==> config.mk <==
export PLATFORM = sky130hd
export DESIGN_NAME = free_list_mgr
export DESIGN_NICKNAME = d
export VERILOG_FILES = /design/src/rtl/free_list_mgr_pkg.sv /design/src/rtl/free_list_mgr_rr_arbiter.sv /design/src/rtl/free_list_mgr.sv
export SDC_FILE = /design/constraint.sdc
export NUM_CORES = 2
export LEC_CHECK = 0
export ABC_AREA = 1
export BUFFER_PORTS_ARGS = -buffer_cell sky130_fd_sc_hd__clkbuf_2
export CAP_MARGIN = 10
export CORE_AREA = 2 2 434 436
export CTS_BUF_LIST = sky130_fd_sc_hd__clkbuf_4 sky130_fd_sc_hd__clkbuf_8 sky130_fd_sc_hd__clkbuf_16
export DETAILED_ROUTE_END_ITERATION = 16
export DIE_AREA = 0 0 436 438
export PLACE_DENSITY_LB_ADDON = 0.08
export REMOVE_ABC_BUFFERS = 1
export SLEW_MARGIN = 20
export SYNTH_ARGS = -nofsm -noshare
export SYNTH_HDL_FRONTEND = slang
export SYNTH_SLANG_ARGS = --single-unit
==> constraint.sdc <==
create_clock -name clk -period 11.75 [get_ports clk]
set_input_delay 0 -clock clk [delete_from_list [all_inputs] [get_ports clk]]
set_output_delay 0 -clock clk [all_outputs]
set_load 0.03 [all_outputs]
==> src/rtl/free_list_mgr_pkg.sv <==
// Shared types and constants for the packet-buffer free list.
package free_list_mgr_pkg;

    localparam int FL_NUM_BLOCKS = 256;
    localparam int FL_ADDR_W     = $clog2(FL_NUM_BLOCKS);
    localparam int BLOCK_BYTES   = 64;

    // Per-block footer stored in the last bytes of every 64-byte block.
    typedef struct packed {
        logic [FL_ADDR_W-1:0] next_idx;
        logic                 eop;
        logic [6:0]           byte_cnt;
        logic [15:0]          rsvd;
    } footer_t;

    localparam int PAYLOAD_BYTES = BLOCK_BYTES - ($bits(footer_t) / 8);

    typedef enum logic {
        FL_INIT,
        FL_RUN
    } fl_state_t;

endpackage

==> src/rtl/free_list_mgr_rr_arbiter.sv <==
// Round-robin arbiter: combinational one-hot grant, pointer moves past the winner.
module rr_arbiter #(
    parameter int N = 4
) (
    input  logic         clk,
    input  logic         rst_n,
    input  logic [N-1:0] req,
    input  logic         advance,
    output logic [N-1:0] gnt
);

    localparam int PW = (N > 1) ? $clog2(N) : 1;

    logic [PW-1:0] rr_ptr;
    logic [PW-1:0] ptr_nxt;
    logic [PW-1:0] sel;
    logic          found;

    always_comb begin
        gnt     = '0;
        ptr_nxt = rr_ptr;
        sel     = '0;
        found   = 1'b0;
        for (int i = 0; i < N; i++) begin
            sel = PW'((int'(rr_ptr) + i) % N);
            if (!found && req[sel]) begin
                found    = 1'b1;
                gnt[sel] = 1'b1;
                ptr_nxt  = PW'((int'(sel) + 1) % N);
            end
        end
    end

    always_ff @(posedge clk or negedge rst_n) begin
        if (!rst_n) begin
            rr_ptr <= '0;
        end else if (advance) begin
            rr_ptr <= ptr_nxt;
        end
    end

endmodule

==> src/rtl/free_list_mgr.sv <==
// Free block-index pool with round-robin allocation and single-port return.
// Optional double-free detection bitmap: define FL_DOUBLE_FREE_CHECK_EN.
module free_list_mgr
    import free_list_mgr_pkg::*;
#(
    parameter int NUM_PORTS  = 4,
    parameter int NUM_BLOCKS = FL_NUM_BLOCKS,
    parameter int ADDR_W     = $clog2(NUM_BLOCKS)
) (
    input  logic                 clk,
    input  logic                 rst_n,
    input  logic [NUM_PORTS-1:0] alloc_req_i,
    output logic [NUM_PORTS-1:0] alloc_gnt_o,
    output logic [ADDR_W-1:0]    alloc_block_idx_o,
    input  logic                 free_valid_i,
    input  logic [ADDR_W-1:0]    free_idx_i,
    output logic                 free_ready_o,
    output logic [ADDR_W:0]      free_count_o,
    output logic                 init_done_o,
    output logic                 err_o
);

    // state   | meaning
    // FL_INIT | loading every index into the list, grants and frees blocked
    // FL_RUN  | normal operation, left only by reset

    localparam logic [ADDR_W:0]   FULL_CNT = (ADDR_W+1)'(NUM_BLOCKS);
    localparam logic [ADDR_W-1:0] LAST_IDX = ADDR_W'(NUM_BLOCKS - 1);

    logic [ADDR_W-1:0]    fifo [NUM_BLOCKS];
    fl_state_t            state;
    logic [ADDR_W-1:0]    head, tail, init_cnt;
    logic [ADDR_W:0]      count;
    logic                 err;
    logic                 run, can_grant, grant, full, free_hit, free_ok, free_acc;
    logic [NUM_PORTS-1:0] rr_gnt;

    assign run       = (state == FL_RUN);
    assign can_grant = run && (count != '0);
    assign full      = (count == FULL_CNT);

    rr_arbiter #(.N(NUM_PORTS)) u_arb (
        .clk     (clk),
        .rst_n   (rst_n),
        .req     (alloc_req_i & {NUM_PORTS{can_grant}}),
        .advance (grant),
        .gnt     (rr_gnt)
    );

    assign grant    = |rr_gnt;
    assign free_hit = free_valid_i && run;

`ifdef FL_DOUBLE_FREE_CHECK_EN
    logic [NUM_BLOCKS-1:0] in_use;

    assign free_ok = in_use[free_idx_i];

    always_ff @(posedge clk or negedge rst_n) begin
        if (!rst_n) begin
            in_use <= '0;
        end else begin
            if (grant)    in_use[fifo[head]] <= 1'b1;
            if (free_acc) in_use[free_idx_i] <= 1'b0;
        end
    end
`else
    assign free_ok = 1'b1;
`endif

    // A full list can still take a free when a grant frees a slot in the same cycle.
    assign free_acc = free_hit && free_ok && !(full && !grant);

    always_ff @(posedge clk) begin
        if (state == FL_INIT) begin
            fifo[init_cnt] <= init_cnt;
        end else if (free_acc) begin
            fifo[tail] <= free_idx_i;
        end
    end

    always_ff @(posedge clk or negedge rst_n) begin
        if (!rst_n) begin
            state    <= FL_INIT;
            head     <= '0;
            tail     <= '0;
            init_cnt <= '0;
            count    <= '0;
            err      <= 1'b0;
        end else begin
            case (state)
                FL_INIT: begin
                    tail     <= tail + 1'b1;
                    count    <= count + 1'b1;
                    init_cnt <= init_cnt + 1'b1;
                    if (init_cnt == LAST_IDX) state <= FL_RUN;
                end
                FL_RUN: begin
                    if (grant)    head <= head + 1'b1;
                    if (free_acc) tail <= tail + 1'b1;
                    count <= count + (ADDR_W+1)'(free_acc) - (ADDR_W+1)'(grant);
                    if (free_hit && !free_acc) err <= 1'b1;
                end
                default: state <= FL_INIT;
            endcase
        end
    end

    assign alloc_gnt_o       = rr_gnt;
    assign alloc_block_idx_o = run ? fifo[head] : '0;
    assign free_ready_o      = run;
    assign init_done_o       = run;
    assign free_count_o      = count;
    assign err_o             = err;

endmodule

# == Word-level counts from Yosys, hierarchy flattened ==
# Memory sizes are Yosys's and may differ from the RTL's.
# Index checks and enable logic that the tools add are counted.
# W data, S select, Z words.
# op_classes
mux,40
reduce_logical,25
bitwise_logic,5
addsub,12
magnitude_cmp,8
n_eq_ne,3
# op_table
op,count
$mux W8,4
$add A8 B1 Y8 const B,3
$mux W1,18
$pmux W9 S2,1
$mux W4,4
$pmux W8 S2,1
$logic_and A1 B1 Y1,12
$lt A2 B3 Y1 const B,4
$or A4 B4 Y4,3
$add A9 B1 Y9,1
$add A9 B1 Y9 const B,1
$eq A9 B9 Y1 const B,1
$reduce_bool A9 Y1,1
$sub A9 B1 Y9,1
$add A2 B1 Y2 const B,4
$bmux W1 S2,4
$demux W1 S2,4
$eq A8 B8 Y1 const B,1
$ge A2 B1 Y1 const B,4
$mux W2,4
$reduce_or A8 Y1,1
$logic_not A1 Y1,6
$reduce_and A2 Y1,3
$add A2 B2 Y2 const B,2
other kinds (5),5
# totals
ramBits,2048
input_bits,15
mem_count,1
register_bits,37
# memory_table
name,depth,width,rd,rd_ports_with_merged_regs,wr,line_no,rtl
fifo,256,8,1,0,1,free_list_mgr.sv:30,logic [ADDR_W-1:0] fifo [NUM_BLOCKS];

# == Longest topological paths before layout ==
# depth
ltp_word,25
mapped_depth,32

# == Modules after synthesis ==
# Synthesis repeated with hierarchy kept, for this count alone.
# hier_totals
cells_unflattened,7994
area_unflattened_um2,88132.0
# modules_own_cells
mod,cells_each,instances,seq_area_each_um2,area_each_um2
free_list_mgr,7906,1,62374.8,87625.3
rr_arbiter,88,1,50.0,506.7

# == Worst setup path after synthesis ==
# Ideal clock, no wire load.
# synth_path
path_kind,flip-flop to flip-flop
startpoint,reg count[6] (netlist: free_count_o[6])
endpoint,"mem fifo[0][0] in the netlist's numbering, data pin"
required_ns,10.901
path_slack_ns,5.128
arrival_time_ns,5.773
path_stages_with_launch,18
setup_ns,0.849
path_cell_list,dfrtp_1 > inv_1 > ha_1 > nand2_1 > nor2_2 > nand2_2 > nand4_1 > nand3_1 > nand2_2 > nand3_2 > inv_2 > nand2_1 > nand3_1 > nor2_2 > nand3_4 > nand2_4 > buf_8 > o21a_1
# synth_between
elab_chain_cells,25
# synth_rtl
element,line_no,rtl
from (decl),free_list_mgr.sv:33,logic [ADDR_W:0] count;
from (signal assigned),free_list_mgr.sv:93,count <= count + 1'b1;
from (signal assigned),free_list_mgr.sv:100,count <= count + (ADDR_W+1)'(free_acc) - (ADDR_W+1)'(grant);
$reduce_bool A9 Y1 (*),free_list_mgr.sv:39,assign can_grant = run && (count != '0);
$logic_and A1 B1 Y1 (*),free_list_mgr.sv:39,
$and A4 B4 Y4 (*),free_list_mgr.sv:45,".req (alloc_req_i & {NUM_PORTS{can_grant}}),"
$bmux W1 S2,free_list_mgr_rr_arbiter.sv:26,if (!found && req[sel]) begin
$mux W1 (implied by the code),free_list_mgr_rr_arbiter.sv:26,
$mux W1,free_list_mgr_rr_arbiter.sv:26,
$logic_not A1 Y1,free_list_mgr_rr_arbiter.sv:26,
$logic_and A1 B1 Y1,free_list_mgr_rr_arbiter.sv:26,
[7 not listed],n/a,
via alloc_gnt_o[3],free_list_mgr.sv:13,"output logic [NUM_PORTS-1:0] alloc_gnt_o,"
[2 not listed],n/a,
$logic_and A1 B1 Y1 (*),free_list_mgr.sv:71,assign free_acc = free_hit && free_ok && !(full && !grant);
$logic_not A1 Y1 (*),free_list_mgr.sv:71,
$logic_and A1 B1 Y1 (*),free_list_mgr.sv:71,
$mux W1 (*),free_list_mgr.sv:76,end else if (free_acc) begin
$mux W1 (*),free_list_mgr.sv:74,if (state == FL_INIT) begin
$mux W1 (implied by the code) (*),free_list_mgr.sv:77,fifo[tail] <= free_idx_i;
$reduce_or A8 Y1 (no line) (*),n/a,
$mux W8 (no line) (*),n/a,
to (decl),free_list_mgr.sv:30,
# The timed path passes the listed nets; every way through them passes the cells marked *. The select of a mux whose other input is x is not followed.

# == Final worst setup path ==
# layout_path
startpoint,reg head[0]
endpoint,out alloc_block_idx_o[5]
# layout_between
elab_chain_cells,2
# layout_rtl
element,line_no,rtl
from (decl),free_list_mgr.sv:32,"logic [ADDR_W-1:0] head, tail, init_cnt;"
from (signal assigned),free_list_mgr.sv:98,if (grant) head <= head + 1'b1;
$mem_v2 Z256 W8,n/a,
$mux W8,free_list_mgr.sv:109,assign alloc_block_idx_o = run ? fifo[head] : '0;
to (decl),free_list_mgr.sv:14,"output logic [ADDR_W-1:0] alloc_block_idx_o,"
# Every way passes these cells.

==> flow_summary.toml <==
[outcome]
outcome = "finished, final reports clean"

[sta]
worst_slew_pin_slew_ns = 1.19
fin_crit_sh_pct = 56.5
slew_violations = 0
rsz0062_at_grt = "false"
finalCriticalPeriod_ns = 6.64
setup_slack_ns = 5.11
setup_viol = 0
hold_viol_final = 0
slew_headroom_pct = 20.5
finClkSkew_ns = 0.0312
fmax_ghz = 0.151

[routing]
routed_wirelength_um = 247000
drt_iter0_markers = 5742
drc = 0
via_per_inst = 5.93
dr.pass1.iters = 6
vias = 53200
postRouteAntennaNets = 0
wl_per_cell_um = 27.5

[layout]
nFillCells = 16300
seqCellArea_um2 = 62400
layout-drive-gt1-share_pct = 8.86
final_util_pct = 49.9
multi_input_area_um2 = 19000
nNetsFinal = 6336
syn_to_final_growth_pct = 11.6

[placement]
post-dp-hpwl_um = 137000
gp_congestion = 0.832
place_ws_ns = 6.12
io_buffer_count = 38

[clock_tree]
cts_buffer_depth = 3
htreeDepth = 4
cts_setup_buffers = 0
clkSinkCount = 2085
clockRootBuffer = "clkbuf_16"
tritoncts = "built"
path_clk_slew_ns = 0.06
clk-insertion-delay-late_ns = 0.87
cts_buffers = 217

[synthesis]
netlist_area_um2 = 83400
synth_top_flop_cell = "edfxtp_1"
async_flop_share_pct = 1.77
yosysWarnings = 0
synthCells = 6400
yosysUniqueCellTypes = 43
yosysSeqAreaShare_pct = 74.8
ys_ff_latch = 2085
synth_edf_count = 2048
syn_avg_cell_area_um2 = 13.0

[global_routing]
met1_usage_pct = 35.9
grt-ovfl-total = 0
grt.met3_usage_pct = 3.43
grt_pass1_vias = 51800
grt_first_pass_wirelength_um = 361000
grt_util_all_layers_pct = 25.4
met2_usage_pct = 41.0
grt_max_degree = 198
grt-busiest-layer = "met2"
antenna_found_initial = 4

[job]
drv_cap = 0

[critical_path]
path_class = "flip-flop to output port"
endpoint_kind = "output port"
cp-start-kind = "flip-flop"
critPathMaxFanout = 150
cp.required_ns = 11.75
crit_arrival_ns = 6.64

[min_path]
min_path_type = "input pin to flip-flop"

[power_and_ir_drop]
p_per_area_nw_per_um2 = 159
p_leak_nw = 27.2
irDropWorstVdd_v = 0.000158

[floorplanning]
dieHeight_um = 438
coreArea_um2 = 187000
start_util_pct = 44.7
placementRows = 159
die_x_um = 436
pin_count = 39
dieArea_um2 = 191000
## where the power goes
part,switching (W),internal (W),total [W],leakage [nW]
Combinational,0.00000521,0.00000446,0.00000968,7.16
Clock,0.00289,0.00388,0.00678,3.51
Sequential,0,0.00804,0.00804,16.6
## through the flow
step / power, W / hold WS, ns / TNS, ns / cells / area (um^2)
finish: 0.0148 / 0.0702 / 0 / 8971 / 93100
global route: 0.0152 / 0.102 / 0 / 8971 / 93100
CTS: 0.0149 / 0.00553 / 0 / 8968 / 93000
detailed placement: 0.00820 / 0.119 / 0 / 8550 / 85800
global placement: 0.00820 / 0.117 / 0 / 8550 / 85800
floorplan: 0.00820 / -0.296 / -594.90 / 5926 / 81600
## metal layers
layer / up-vias / wire length, um
met1: 27200 / 108000
met2: 1808 / 117000
li1: 23800 / -
met4: 0 / 7370
met5: - / 0
met3: 353 / 14200
## cells in the mapped netlist (7+ instances only)
master	count	share of area, %
nand2_2	21	0.16
nand3_2	10	0.12
o211ai_1	50	0.45
xor2_1	22	0.23
nand4_1	48	0.36
o22ai_1	309	2.3
buf_2	39	0.23
nand3_1	265	1.6
a21oi_1	91	0.55
xnor2_1	9	0.094
buf_1	21	0.094
ha_1	29	0.43
dfrtp_1	37	1.1
nor2_1	1298	5.8
edfxtp_1	2048	74
o21ai_0	1047	6.3
o221ai_1	205	2.2
inv_2	12	0.054
nand2_1	307	1.4
a221o_1	8	0.096
inv_1	48	0.22
a31oi_1	16	0.12
clkbuf_1	412	1.9
nor3_1	7	0.042
## flip-flops by register name, summed over array words and instances, names as in the netlist
signal	cells
head	8
fifo	2048
tail	8
err_o	1
init_cnt	8
free_count_o	9
u_arb.rr_ptr	2
free_ready_o	1
## path summary, 6_finish.rpt
| kind | start | end | slack (ns) | cells after the start |
|---|---|---|---|---|
| setup / recovery | head[0]$_DFFE_PN0P_ | alloc_block_idx_o[5] | 5.11 | 12 |
| hold / removal | alloc_req_i[0] | u_arb.rr_ptr[1]$_DFFE_PN0P_ | 0.07 | 8 |
| setup reg to reg | free_count_o[0]$_DFF_PN0_ | fifo[213][2]$_DFFE_PP_ | 5.75 | 22 |
| hold reg to reg | err_o$_DFFE_PN0P_ | err_o$_DFFE_PN0P_ | 0.48 | 1 |
| max in group asynchronous | rst_n | head[4]$_DFFE_PN0P_ | 11.01 | 4 |
| min in group asynchronous | rst_n | free_count_o[5]$_DFF_PN0_ | 0.30 | 4 |
## cell families (layout without fill, tap and decap cells)
kind of cell,after synthesis,after routing,synth area share [%]
flops,2085,2085,74.8
xor+xnor,31,31,0.325
compound gates,1739,1739,12.1
other cells,0,1,0
fa+ha+maj,30,30,0.459
buf+inv,539,614,2.50
simple gates,1976,1976,9.76
## layout by cell type (no fill, tap or decap), types with 7 or more instances in the layout
cell,netlist,routed
inv_1,48,43
edfxtp_1,2048,2048
nand3_1,265,255
clkbuf_4,0,50
clkinv_2,1,43
xor2_1,22,22
clkinv_1,4,61
dfrtp_1,37,33
a31oi_1,16,16
nand3_2,10,20
inv_2,12,11
a21oi_1,91,91
nand2_4,6,13
buf_12,0,9
o22ai_1,309,309
buf_4,1,82
o221ai_1,205,205
clkbuf_2,0,38
o21ai_0,1047,1047
o211ai_1,50,50
bufinv_16,0,15
dlygate4sd3_1,0,16
nand4_1,48,48
ha_1,29,29
nand2_2,21,21
nor2_4,6,7
a221o_1,8,8
nor3_1,7,7
clkbuf_16,0,219
nor2_1,1298,1295
nor2_2,5,7
nand2_1,307,300
inv_6,0,7
xnor2_1,9,9
## final cells by class
type | count | area share [%]
Clock buffer | 273 | 6.35
Multi-Input combinational cell | 3776 | 20.4
Tap cell | 2495 | 3.35
Inverter | 65 | 0.294
Sequential cell | 2085 | 67.1
Clock inverter | 130 | 1.20
Timing Repair Buffer | 146 | 1.26
Antenna cell | 1 | 0.00269
## worst max-delay path, cell delays in order (launching register included)
cell and delay [ns]:
dfrtp_4 0.75, inv_8 0.57, buf_12 0.56, buf_4 0.67, o21ai_0 0.16, o22ai_1 0.18
nand2_1 0.07, nand3_1 0.18, o21ai_0 0.25, o21ai_0 0.68, o21ai_0 0.34, a211oi_1 0.57
clkbuf_2 0.32
## timing repair
item	4_1_cts	5_1_grt
endpoints found under the hold margin	228	23
hold buffers	15	1
resized for setup	0	0
No activity file was read; power rests on OpenSTA's default activity.
